### config.mk
export PLATFORM = sky130hd
export DESIGN_NAME = key_onehot_scan_flat
export DESIGN_NICKNAME = d
export VERILOG_FILES = /design/src/rtl/key_onehot_scan_if.sv /design/src/rtl/key_onehot_scan.sv /design/src/flat_wrapper.sv
export SDC_FILE = /design/constraint.sdc
export NUM_CORES = 1
export LEC_CHECK = 0
export ABC_AREA = 0
export BUFFER_PORTS_ARGS = -buffer_cell sky130_fd_sc_hd__buf_2
export CORE_MARGIN = 3
export CORE_UTILIZATION = 60
export CTS_BUF_LIST = sky130_fd_sc_hd__clkbuf_8 sky130_fd_sc_hd__clkbuf_16
export CTS_CLUSTER_SIZE = 28
export DETAILED_ROUTE_END_ITERATION = 16
export PLACE_DENSITY_LB_ADDON = 0.05
export SLEW_MARGIN = 20
export SYNTH_ARGS = -nofsm -noshare
export SYNTH_HDL_FRONTEND = slang
export SYNTH_SLANG_ARGS = --single-unit
### constraint.sdc
create_clock -name iCLK -period 5.1 [get_ports iCLK]
set_clock_uncertainty 0.15 [all_clocks]
set_input_delay 0.51 -clock iCLK [delete_from_list [all_inputs] [get_ports iCLK]]
set_output_delay 0.51 -clock iCLK [all_outputs]
set_load 0.005 [all_outputs]
### src/rtl/key_onehot_scan_if.sv
// Key scanner bus: raw key inputs in, accepted one-hot key out.
//
// Signals:
//   iKEY     10  raw asynchronous keys, bit k = digit k, 1 = pressed
//   oONEHOT  10  last accepted key, one-hot (all zeros = none since reset)
//   oVALID    1  one-cycle strobe when a new key is accepted
//   oMULTI    1  high while a rejected multi-key press is held
//
// Modports:
//   master  the keypad / encoder side: drives iKEY, observes the results
//   slave   the scanner itself: samples iKEY, drives the results
interface key_onehot_scan_if;
  logic [9:0] iKEY;
  logic [9:0] oONEHOT;
  logic       oVALID;
  logic       oMULTI;

  modport master (
    output iKEY,
    input  oONEHOT,
    input  oVALID,
    input  oMULTI
  );

  modport slave (
    input  iKEY,
    output oONEHOT,
    output oVALID,
    output oMULTI
  );
endinterface

### src/rtl/key_onehot_scan.sv
// key_onehot_scan: front end for the 10-input one-hot encoder.
//
// Synchronises ten raw key inputs, debounces them as a group and accepts
// exactly one key press at a time. An accepted key is held on oONEHOT and
// announced with a one-cycle oVALID; multi-key presses raise oMULTI instead
// and never reach oONEHOT.
//
// Ports:
//   iCLK   system clock, all logic on the rising edge
//   iRSTn  synchronous active-low reset
//   bus    key_onehot_scan_if.slave (iKEY in; oONEHOT, oVALID, oMULTI out)
//
// Parameters:
//   DEBOUNCE_CYCLES  unchanged cycles needed to call the keys stable (2 .. 2**CNT_W-1)
//   CNT_W            width of the debounce counter
module key_onehot_scan #(
  parameter int DEBOUNCE_CYCLES = 500000,
  parameter int CNT_W           = 20
) (
  input logic              iCLK,
  input logic              iRSTn,
  key_onehot_scan_if.slave bus
);

  localparam logic [CNT_W-1:0] CNT_MAX = CNT_W'(DEBOUNCE_CYCLES - 1);

  typedef enum logic [1:0] {
    IDLE = 2'd0,
    HELD = 2'd1,
    LOCK = 2'd2
  } state_t;

  logic [9:0]       sync1_q;
  logic [9:0]       sync2_q;
  logic [9:0]       prev_q;
  logic [9:0]       stable_q;
  logic [9:0]       stableNext;
  logic [2:0]       fill_q;
  logic [CNT_W-1:0] cnt_q;
  logic [CNT_W-1:0] cnt_d;
  logic             load;
  logic             armed_q;
  logic             armed_d;
  logic             keySingle;
  logic             keyMulti;

  state_t           state_q;
  state_t           state_d;
  logic [9:0]       onehot_q;
  logic [9:0]       onehot_d;
  logic             valid_q;
  logic             valid_d;
  logic             multi_q;
  logic             multi_d;

  // Synchroniser, previous-sample register, debounce counter and stable
  // vector. fill_q marks when sync2_q and prev_q hold genuine post-reset
  // samples, so the zeros left by reset are never mistaken for a debounced
  // release. armed_q records that a debounced all-released vector has been
  // seen since reset; a key held through reset therefore is not accepted
  // until it has been released and pressed again.
  always_ff @(posedge iCLK) begin
    if (!iRSTn) begin
      sync1_q  <= '0;
      sync2_q  <= '0;
      prev_q   <= '0;
      fill_q   <= '0;
      cnt_q    <= '0;
      stable_q <= '0;
      armed_q  <= 1'b0;
    end else begin
      sync1_q  <= bus.iKEY;
      sync2_q  <= sync1_q;
      prev_q   <= sync2_q;
      fill_q   <= {fill_q[1:0], 1'b1};
      cnt_q    <= cnt_d;
      stable_q <= stableNext;
      armed_q  <= armed_d;
    end
  end

  // Any change of the synchronised keys restarts the count; otherwise count
  // up and park at the terminal value.
  always_comb begin
    cnt_d = '0;
    if (fill_q[2] && (sync2_q == prev_q)) begin
      cnt_d = (cnt_q == CNT_MAX) ? cnt_q : cnt_q + CNT_W'(1);
    end
  end

  // The load also requires s2 to still match its previous value, so a change
  // arriving exactly at terminal count cannot slip into the stable vector.
  assign load       = (cnt_q == CNT_MAX) && (sync2_q == prev_q);
  assign stableNext = load ? sync2_q : stable_q;
  assign armed_d    = armed_q | (load && (sync2_q == '0));

  // The FSM judges the vector being loaded this edge, so the accept lands on
  // the same edge as the stable-vector update.
  assign keySingle = (stableNext != '0) && ((stableNext & (stableNext - 10'd1)) == '0);
  assign keyMulti  = (stableNext != '0) && !keySingle;

  // State and registered outputs.
  always_ff @(posedge iCLK) begin
    if (!iRSTn) begin
      state_q  <= IDLE;
      onehot_q <= '0;
      valid_q  <= 1'b0;
      multi_q  <= 1'b0;
    end else begin
      state_q  <= state_d;
      onehot_q <= onehot_d;
      valid_q  <= valid_d;
      multi_q  <= multi_d;
    end
  end

  // Next state.
  always_comb begin
    state_d = state_q;
    case (state_q)
      IDLE: begin
        if (keyMulti) begin
          state_d = LOCK;
        end else if (keySingle && armed_q) begin
          state_d = HELD;
        end
      end
      HELD: begin
        if (stableNext == '0) begin
          state_d = IDLE;
        end
      end
      LOCK: begin
        if (stableNext == '0) begin
          state_d = IDLE;
        end
      end
      default: state_d = IDLE;
    endcase
  end

  // Output updates. Extra or changed keys while HELD leave everything alone.
  always_comb begin
    valid_d  = 1'b0;
    onehot_d = onehot_q;
    multi_d  = multi_q;
    case (state_q)
      IDLE: begin
        if (keyMulti) begin
          multi_d = 1'b1;
        end else if (keySingle && armed_q) begin
          valid_d  = 1'b1;
          onehot_d = stableNext;
        end
      end
      LOCK: begin
        if (stableNext == '0) begin
          multi_d = 1'b0;
        end
      end
      default: begin
        valid_d = 1'b0;
      end
    endcase
  end

  assign bus.oONEHOT = onehot_q;
  assign bus.oVALID  = valid_q;
  assign bus.oMULTI  = multi_q;

endmodule

### src/flat_wrapper.sv
// flat-port wrapper written by rule: the top's interface ports become plain ports
module key_onehot_scan_flat 
#(
  parameter int DEBOUNCE_CYCLES = 500000,
  parameter int CNT_W           = 20
)
  (iCLK, iRSTn, bus_iKEY, bus_oONEHOT, bus_oVALID, bus_oMULTI);
  key_onehot_scan_if bus_i ();
  input logic iCLK;
  input logic iRSTn;
  input wire logic [$bits(bus_i.iKEY)-1:0] bus_iKEY;
  output wire logic [$bits(bus_i.oONEHOT)-1:0] bus_oONEHOT;
  output wire logic [$bits(bus_i.oVALID)-1:0] bus_oVALID;
  output wire logic [$bits(bus_i.oMULTI)-1:0] bus_oMULTI;
  assign bus_i.iKEY = bus_iKEY;
  assign bus_oONEHOT = bus_i.oONEHOT;
  assign bus_oVALID = bus_i.oVALID;
  assign bus_oMULTI = bus_i.oMULTI;
  key_onehot_scan #(.DEBOUNCE_CYCLES(DEBOUNCE_CYCLES), .CNT_W(CNT_W)) u_core (.iCLK(iCLK), .iRSTn(iRSTn), .bus(bus_i));
endmodule
==> results of run 1 <==
registers in the layout, summed over array words and instances (netlist names):
register and flops:
u_core.state_q 2, u_core.sync2_q 10, u_core.stable_q 10, u_core.sync1_q 10
u_core.fill_q 3, u_core.bus.oVALID 1, u_core.cnt_q 20, u_core.bus.oMULTI 1
u_core.bus.oONEHOT 10, u_core.armed_q 1, u_core.prev_q 10
cell families (layout without fill, tap and decap cells):
kind of cell	after synthesis	count (layout)	share of synthesized area [%]
AND/OR/NAND/NOR	141	141	26.3
flip-flops	78	78	48.3
AO/OA/AOI/OAI	29	29	6.08
XOR/XNOR	27	27	7.31
multiplexers	22	22	8.24
buffers and inverters	14	43	2.28
adder cells (fa/ha/maj)	4	4	1.47
per-stage QoR:
| stage | area (sq um) | worst slack (ns) | total power (uW) | utilization, % | hold slack [ns] |
|---|---|---|---|---|---|
| after floorplan | 3230 | 2.62 | 666 | - | 0.262 |
| after global placement | 3380 | 2.22 | 675 | 65.4 | 0.265 |
| after detailed placement | 3380 | 2.11 | 676 | 65.4 | 0.269 |
| after CTS | 3580 | 2.10 | 1120 | 69.2 | 0.208 |
| after global routing | 3580 | 1.90 | 1160 | 69.2 | 0.209 |
| final | 3580 | 2.13 | 1110 | 69.2 | 0.223 |
final cells by class:
type,instances,area (sq um)
clock buffers,9,124
clock inverters,7,73.8
fillers,404,1590
inverters,3,11.3
multi-input cells,223,1600
flip-flops and latches,78,1560
well taps,70,87.6
repair buffers,24,123
synthesized netlist by cell type, types with 2 or more instances:
library cell,number,area [sq um]
sky130_fd_sc_hd__nor4_1,2,12.5
sky130_fd_sc_hd__nor4_2,2,25.0
sky130_fd_sc_hd__nor2b_1,11,68.8
sky130_fd_sc_hd__and3_1,3,18.8
sky130_fd_sc_hd__nand3_1,9,45.0
sky130_fd_sc_hd__dfxtp_1,78,1560
sky130_fd_sc_hd__inv_1,3,11.3
sky130_fd_sc_hd__or4_1,2,15.0
sky130_fd_sc_hd__nor2_1,25,93.8
sky130_fd_sc_hd__nor4b_1,3,26.3
sky130_fd_sc_hd__clkbuf_1,8,30.0
sky130_fd_sc_hd__a2111oi_0,2,17.5
sky130_fd_sc_hd__nand4_1,10,62.6
sky130_fd_sc_hd__and4_1,2,17.5
sky130_fd_sc_hd__mux2_4,9,135
sky130_fd_sc_hd__xor2_1,14,123
sky130_fd_sc_hd__nor3_1,5,25.0
sky130_fd_sc_hd__ha_1,3,37.5
sky130_fd_sc_hd__a21boi_0,2,15.0
sky130_fd_sc_hd__xnor2_1,13,114
sky130_fd_sc_hd__o21ai_0,7,35.0
sky130_fd_sc_hd__or3_1,3,18.8
sky130_fd_sc_hd__nand2_1,10,37.5
sky130_fd_sc_hd__a21oi_1,9,45.0
sky130_fd_sc_hd__o31ai_1,2,15.0
sky130_fd_sc_hd__and2_1,43,269
sky130_fd_sc_hd__mux2i_1,12,120
per-layer routing:
layer	track usage (%)	share of wire (%)
met4	4.64	0.58
met2	27.6	43
met1	24.9	52
met3	6.77	4.7
met5	0	0
worst max-delay path by stage:
| stage | startpoint | end | slack [ns] | cells after the start |
|---|---|---|---|---|
| final | u_core.cnt_q[8] | u_core.bus.oONEHOT[9] | 2.13 | 8 |
| after global routing | u_core.cnt_q[0] | u_core.bus.oONEHOT[9] | 1.90 | 9 |
| after CTS | u_core.cnt_q[8] | u_core.bus.oONEHOT[9] | 2.10 | 8 |
| after detailed placement | u_core.cnt_q[8] | u_core.bus.oONEHOT[9] | 2.11 | 8 |
| after global placement | u_core.cnt_q[8] | u_core.bus.oONEHOT[9] | 2.22 | 8 |
| after floorplan | u_core.cnt_q[0] | u_core.bus.oONEHOT[0] | 2.62 | 9 |
power breakdown:
group / switching (uW) / internal [uW]
Clock: 219 / 227
Combinational: 16.9 / 17.5
Sequential: 7.50 / 619
Total: 243 / 864
==> impl_results.html, run 1 <==
<table>
<tr><th>Metric</th><th>Value</th></tr>
<tr><th colspan="2">Finish</th></tr>
<tr><td>Area growth from synthesis to layout</td><td>10.7%</td></tr>
<tr><td>Number of antenna cells inserted</td><td>0</td></tr>
<tr><td>Most common cell after layout, fill and taps aside</td><td>sky130_fd_sc_hd__dfxtp_1</td></tr>
<tr><td>Leading cell types in the layout, fill and taps excluded</td><td>78 x sky130_fd_sc_hd__dfxtp_1, 43 x sky130_fd_sc_hd__and2_1, 25 x sky130_fd_sc_hd__nor2_1</td></tr>
<tr><td>Number of standard cells in the final layout excluding fillers</td><td>414</td></tr>
<tr><td>Layout cell share with drive strength beyond 1</td><td>about 17%</td></tr>
<tr><td>Number of nets at the end of the flow</td><td>~350</td></tr>
<tr><th colspan="2">Logic synthesis</th></tr>
<tr><td>Proportion of synthesized flip-flops having asynchronous set or reset</td><td>0%</td></tr>
<tr><td>Average instance area after synthesis</td><td>about 10 sq um</td></tr>
<tr><td>Distinct cell type count after synthesis</td><td>50</td></tr>
<tr><td>Cell area after technology mapping</td><td>3230 sq um</td></tr>
<tr><td>Yosys warning count</td><td>0</td></tr>
<tr><td>Number of instances in the synthesized netlist</td><td>315</td></tr>
<tr><td>Number of flip-flops and latches in the synthesized netlist</td><td>slightly below 80</td></tr>
<tr><td>Ys flop type</td><td>sky130_fd_sc_hd__dfxtp_1</td></tr>
<tr><td>Syn_nets</td><td>330</td></tr>
<tr><td>Post-synth EDFFs</td><td>0</td></tr>
<tr><td>Sequential share of the synthesized area</td><td>48.3%</td></tr>
<tr><th colspan="2">Critical path</th></tr>
<tr><td>Capturing point of the worst reg2reg path</td><td>u_core.bus.oONEHOT[9]</td></tr>
<tr><td>Slack of the worst reg-to-reg path</td><td>about 2.1 ns</td></tr>
<tr><td>Critical path buffer and inverter count</td><td>1</td></tr>
<tr><td>Max stage delay cell, worst path</td><td>sky130_fd_sc_hd__dfxtp_1</td></tr>
<tr><td>Worst R2R Start</td><td>u_core.cnt_q[8]</td></tr>
<tr><td>Cell-by-cell listing of the critical path</td><td>nor4b_2 &gt; nand4_1 &gt; nor4_4 &gt; buf_4 &gt; mux2i_1 &gt; nand2_2 &gt; nor2_4 &gt; mux2_2</td></tr>
<tr><td>Delay contributed by the slowest stage of the critical path</td><td>0.43 ns</td></tr>
<tr><td>Kind of critical path</td><td>reg -&gt; reg</td></tr>
<tr><td>Startpoint type of the worst setup path</td><td>flip-flop</td></tr>
<tr><td>Number of cell instances on the worst register-to-register path</td><td>8</td></tr>
<tr><td>Arrival time at the worst endpoint</td><td>about 3 ns</td></tr>
<tr><td>Top fanout value on the critical path</td><td>14</td></tr>
<tr><td>Worst setup EP type</td><td>flip-flop</td></tr>
<tr><td>Required arrival time at the worst endpoint</td><td>5.18 ns</td></tr>
<tr><td>Top delay family on crit path</td><td>simple AND/OR/NAND/NOR gates</td></tr>
<tr><th colspan="2">Power and ir drop</th></tr>
<tr><td>Maximum vdd ir drop</td><td>0.000236 V</td></tr>
<tr><td>Leakage power figure</td><td>0.00135 uW</td></tr>
<tr><td>Pwr/cell area</td><td>about 310 nW/um^2</td></tr>
<tr><th colspan="2">STA</th></tr>
<tr><td>Number of endpoints failing setup at the final stage</td><td>0</td></tr>
<tr><td>Final Hold Viols</td><td>0</td></tr>
<tr><td>Accumulated negative setup slack</td><td>0 ns</td></tr>
<tr><td>Worst slew margin relative to its limit</td><td>roughly half</td></tr>
<tr><td>Total count of max-transition violations in the final report</td><td>0</td></tr>
<tr><td>Peak clock frequency supported by timing</td><td>between 300 and 400 MHz</td></tr>
<tr><td>Final Critical Period</td><td>around 3 ns</td></tr>
<tr><td>RSZ-0062 raised after global routing</td><td>false</td></tr>
<tr><td>Fraction of the cycle the final worst path needs</td><td>roughly 58%</td></tr>
<tr><td>Least-Margin Pin Slew</td><td>0.768 ns</td></tr>
<tr><th colspan="2">Placement</th></tr>
<tr><td>Routability congestion estimate</td><td>around 0.83</td></tr>
<tr><td>Detailed placer's ending HPWL</td><td>approximately 3500 um</td></tr>
<tr><td>PortBufs</td><td>23</td></tr>
<tr><td>Placed instance count</td><td>398</td></tr>
<tr><th colspan="2">Clock network</th></tr>
<tr><td>Clock buffers created by TritonCTS</td><td>9</td></tr>
<tr><td>Hold buffers post-CTS</td><td>0</td></tr>
<tr><td>CTS sink cnt</td><td>between 70 and 80</td></tr>
<tr><td>Post-CTS setup buffer count</td><td>0</td></tr>
<tr><td>Clock Pin Slew Worst Setup and Hold Paths</td><td>~0.08 ns</td></tr>
<tr><td>Later-pin clock latency in the skew report</td><td>between 0.3 and 0.4 ns</td></tr>
<tr><td>Cell chosen for the clock root</td><td>sky130_fd_sc_hd__clkbuf_8</td></tr>
<tr><td>Number of gates resized after cts</td><td>0</td></tr>
<tr><td>CTS tree</td><td>built</td></tr>
<tr><td>H-tree level count</td><td>3</td></tr>
<tr><td>Buffer levels on the longest clock path</td><td>2</td></tr>
<tr><th colspan="2">Global route</th></tr>
<tr><td>First-pass GRT wire length</td><td>slightly above 9000 um</td></tr>
<tr><td>Aggregate global routing overflow</td><td>0</td></tr>
<tr><td>Antenna violations before repair</td><td>0</td></tr>
<tr><td>Pin count of the biggest net entering global routing</td><td>61</td></tr>
<tr><td>Via count of the first global-routing pass</td><td>between 2000 and 2500</td></tr>
<tr><td>Global routing usage summed across all routing layers</td><td>a little under a fifth</td></tr>
<tr><th colspan="2">Route</th></tr>
<tr><td>Remaining antenna violation count</td><td>0</td></tr>
<tr><td>Final WL</td><td>5170 um</td></tr>
<tr><td>Average detailed-routed wire length per instance</td><td>between 10 and 15 um</td></tr>
<tr><td>DRC violations left</td><td>0</td></tr>
<tr><td>Avg Vias per Cell</td><td>approximately 5.2</td></tr>
<tr><td>Drt first pass iters</td><td>4</td></tr>
<tr><td>Total via count after detailed routing</td><td>~2200</td></tr>
<tr><td>DR iter-0 viols</td><td>around 120</td></tr>
<tr><th colspan="2">Worst hold path</th></tr>
<tr><td>Worst hold path endpoint</td><td>u_core.sync1_q[9]</td></tr>
<tr><td>Class of the most critical hold timing path</td><td>in -&gt; reg</td></tr>
<tr><td>Worst Hold Depth</td><td>2</td></tr>
<tr><td>Source of the worst hold timing path</td><td>bus_iKEY[9]</td></tr>
<tr><th colspan="2">Die</th></tr>
<tr><td>Die Y-Extent</td><td>about 80 um</td></tr>
<tr><td>Core Box Area</td><td>5170 sq um</td></tr>
<tr><td>Floorplan die area</td><td>6310 sq um</td></tr>
<tr><td>Die Width</td><td>roughly 79 um</td></tr>
<tr><td>Num ports</td><td>24</td></tr>
<tr><td>Initial Util</td><td>62.5%</td></tr>
<tr><td>Row count</td><td>26</td></tr>
<tr><th colspan="2">Run</th></tr>
<tr><td>MaxCap Viol Count</td><td>0</td></tr>
<tr><th colspan="2">Run status</th></tr>
<tr><td>Result of the run</td><td>finished clean</td></tr>
</table>
Power figures use the tool's default switching activity.
==> run 2, diff against run 1 <==
Settings changed: CORE_UTILIZATION 60 to 59.
Clock period 5.1 ns to 3.1 ns, I/O delays scaled along.
==> run 2 against run 1 <==
Critical path depth is the same. First-iteration DRC count shrank 26%. Core utilization grew 0.31 points. Highest routed layer unchanged. Design area grew 1.1%. Critical path type unchanged. Largest power group unchanged. Combinational power grew 84%. Routed wire length grew 9.1%. Sequential power grew 64%.
==> impl_results.html, run 2 (synthesized netlist as in run 1, its figures left out) <==
<table>
<tr><th>Metric</th><th>Value</th></tr>
<tr><th colspan="2">Clock network</th></tr>
<tr><td>Cell chosen for the clock root</td><td>sky130_fd_sc_hd__clkbuf_8</td></tr>
<tr><td>CTS sink cnt</td><td>78</td></tr>
<tr><td>Later-pin clock latency in the skew report</td><td>approximately 0.35 ns</td></tr>
<tr><td>H-tree level count</td><td>3</td></tr>
<tr><td>Clock buffers created by TritonCTS</td><td>9</td></tr>
<tr><td>Clock Pin Slew Worst Setup and Hold Paths</td><td>around 0.080 ns</td></tr>
<tr><td>CTS tree</td><td>built</td></tr>
<tr><td>Buffer levels on the longest clock path</td><td>2</td></tr>
<tr><td>Post-CTS setup buffer count</td><td>0</td></tr>
<tr><td>Number of gates resized after cts</td><td>0</td></tr>
<tr><th colspan="2">STA</th></tr>
<tr><td>Accumulated negative setup slack</td><td>0 ns</td></tr>
<tr><td>Peak clock frequency supported by timing</td><td>between 300 and 400 MHz</td></tr>
<tr><td>Total count of max-transition violations in the final report</td><td>0</td></tr>
<tr><td>Number of endpoints failing setup at the final stage</td><td>0</td></tr>
<tr><td>RSZ-0062 raised after global routing</td><td>false</td></tr>
<tr><td>Final Hold Viols</td><td>0</td></tr>
<tr><td>Least-Margin Pin Slew</td><td>about 0.77 ns</td></tr>
<tr><td>Final Critical Period</td><td>roughly 2.8 ns</td></tr>
<tr><td>Worst slew margin relative to its limit</td><td>between 40% and 50%</td></tr>
<tr><td>Fraction of the cycle the final worst path needs</td><td>between 90 and 100%</td></tr>
<tr><th colspan="2">Global route</th></tr>
<tr><td>Antenna violations before repair</td><td>0</td></tr>
<tr><td>Via count of the first global-routing pass</td><td>about 2100</td></tr>
<tr><td>Pin count of the biggest net entering global routing</td><td>~60</td></tr>
<tr><td>Aggregate global routing overflow</td><td>0</td></tr>
<tr><td>First-pass GRT wire length</td><td>~9600 um</td></tr>
<tr><td>Global routing usage summed across all routing layers</td><td>between 10% and 20%</td></tr>
<tr><th colspan="2">Finish</th></tr>
<tr><td>Most common cell after layout, fill and taps aside</td><td>sky130_fd_sc_hd__dfxtp_1</td></tr>
<tr><td>Largest reg by FF count</td><td>u_core.cnt_q</td></tr>
<tr><td>Area growth from synthesis to layout</td><td>11.9%</td></tr>
<tr><td>Layout cell share with drive strength beyond 1</td><td>approximately 17%</td></tr>
<tr><td>Leading cell types in the layout, fill and taps excluded</td><td>78 x sky130_fd_sc_hd__dfxtp_1, 43 x sky130_fd_sc_hd__and2_1, 25 x sky130_fd_sc_hd__nor2_1</td></tr>
<tr><td>Max reg flops</td><td>20</td></tr>
<tr><td>Fill cells</td><td>431</td></tr>
<tr><td>Share of the core filled with cells in the final layout</td><td>between 60% and 70%</td></tr>
<tr><td>Number of nets at the end of the flow</td><td>between 300 and 400</td></tr>
<tr><td>Number of antenna cells inserted</td><td>0</td></tr>
<tr><th colspan="2">Route</th></tr>
<tr><td>Avg Vias per Cell</td><td>between 5 and 6</td></tr>
<tr><td>Average detailed-routed wire length per instance</td><td>roughly 13 um</td></tr>
<tr><td>Total via count after detailed routing</td><td>about 2200</td></tr>
<tr><td>Remaining antenna violation count</td><td>0</td></tr>
<tr><td>Final WL</td><td>approximately 5600 um</td></tr>
<tr><td>Drt first pass iters</td><td>4</td></tr>
<tr><td>DRC violations left</td><td>0</td></tr>
<tr><td>DR iter-0 viols</td><td>89</td></tr>
<tr><th colspan="2">Critical path</th></tr>
<tr><td>Number of cell instances on the worst register-to-register path</td><td>8</td></tr>
<tr><td>Kind of critical path</td><td>reg -&gt; reg</td></tr>
<tr><td>Required arrival time at the worst endpoint</td><td>3.19 ns</td></tr>
<tr><td>Top fanout value on the critical path</td><td>11</td></tr>
<tr><td>Worst setup EP type</td><td>flip-flop</td></tr>
<tr><td>Startpoint type of the worst setup path</td><td>flip-flop</td></tr>
<tr><td>Arrival time at the worst endpoint</td><td>between 2 and 3 ns</td></tr>
<tr><th colspan="2">Power and ir drop</th></tr>
<tr><td>Maximum vdd ir drop</td><td>slightly below 0.0004 V</td></tr>
<tr><td>Pwr/cell area</td><td>497 nW/um^2</td></tr>
<tr><td>Leakage power figure</td><td>0.00139 uW</td></tr>
<tr><th colspan="2">Die</th></tr>
<tr><td>Die Y-Extent</td><td>~80 um</td></tr>
<tr><td>Core Box Area</td><td>around 5200 sq um</td></tr>
<tr><td>Num ports</td><td>24</td></tr>
<tr><td>Row count</td><td>26</td></tr>
<tr><td>Die Width</td><td>approximately 80 um</td></tr>
<tr><td>Initial Util</td><td>62.1%</td></tr>
<tr><td>Floorplan die area</td><td>roughly 6400 sq um</td></tr>
<tr><th colspan="2">Run status</th></tr>
<tr><td>Result of the run</td><td>finished clean</td></tr>
<tr><th colspan="2">Placement</th></tr>
<tr><td>PortBufs</td><td>23</td></tr>
<tr><td>Detailed placer's ending HPWL</td><td>3710 um</td></tr>
<tr><td>Routability congestion estimate</td><td>0.842</td></tr>
<tr><th colspan="2">Worst hold path</th></tr>
<tr><td>Class of the most critical hold timing path</td><td>in -&gt; reg</td></tr>
<tr><td>Worst Hold Depth</td><td>2</td></tr>
<tr><th colspan="2">Run</th></tr>
<tr><td>MaxCap Viol Count</td><td>0</td></tr>
</table>
==> run 2: cell count changes in the layout (fill, tap and decap cells not counted), sizes merged <==
| cell | delta |
|---|---|
| buf | +2 |
| clkinv | +4 |
| inv | -1 |
| clkinvlp | -3 |
| dlygate4sd3 | +4 |
==> run 2: per-stage QoR <==
step / std cells / hold WS, ns / worst slack (ns) / cell area, sq um / total power, uW
final: 420 / 0.0142 / 0.289 / 3620 / 1800
after global routing: 420 / 0.0117 / 0.0716 / 3620 / 1860
after CTS: 420 / 0.000912 / 0.277 / 3620 / 1810
after detailed placement: 400 / 0.267 / 0.301 / 3400 / 1110
after global placement: 400 / 0.264 / 0.342 / 3400 / 1110
after floorplan: 315 / 0.188 / 0.616 / 3230 / 1100
==> run 2: final cells by class <==
type,instances,area [sq um],share of cell area (%)
Clock buffer,9,124,3.42
Clock inverter,7,57.6,1.59
Inverter,3,11.3,0.311
Multi-Input combinational cell,223,1600,44.2
Sequential cell,78,1560,43.2
Tap cell,70,87.6,2.42
Timing Repair Buffer,30,178,4.91
==> run 2: final timing paths <==
kind | slack (ns) | end | startpoint
setup / recovery | 0.29 | u_core.bus.oONEHOT[9] | u_core.cnt_q[0]
setup reg to reg | 0.29 | u_core.bus.oONEHOT[9] | u_core.cnt_q[0]
hold reg to reg | 0.28 | u_core.sync2_q[4] | u_core.sync1_q[4]
hold / removal | 0.01 | u_core.sync1_q[8] | bus_iKEY[8]
==> run 2: critical path, stage by stage, from the launching register on <==
cell and delay, ns:
sky130_fd_sc_hd__dfxtp_1 0.39, sky130_fd_sc_hd__ha_1 0.22, sky130_fd_sc_hd__and4_1 0.33, sky130_fd_sc_hd__nand3_1 0.15
sky130_fd_sc_hd__nor4_4 0.23, sky130_fd_sc_hd__mux2i_1 0.34, sky130_fd_sc_hd__nand2_2 0.13, sky130_fd_sc_hd__nor2_4 0.39
sky130_fd_sc_hd__mux2_2 0.38
==> run 2: repair_timing <==
item | CTS | global route
setup endpoints to repair | 0 | 0
hold buffers | 4 | 0
hold endpoints to repair | 4 | 0
==> run 2: power breakdown <==
group / total [uW] / internal (uW) / leakage [uW] / switching [uW]
Sequential: 1030 / 1020 / 0.000634 / 12.2
Clock: 703 / 360 / 0.000105 / 343
Combinational: 63.3 / 33.4 / 0.000650 / 29.9
Total: 1800 / 1410 / 0.00139 / 385
==> run 2: metal layers <==
layer / vias up / GRT usage (%) / part of all wire [%]
li1: 1148 / - / -
met1: 1041 / 26.3 / 51
met2: 36 / 29.1 / 44
met3: 11 / 4.51 / 3.2
met4: 0 / 10.1 / 2.2
met5: - / 0 / 0
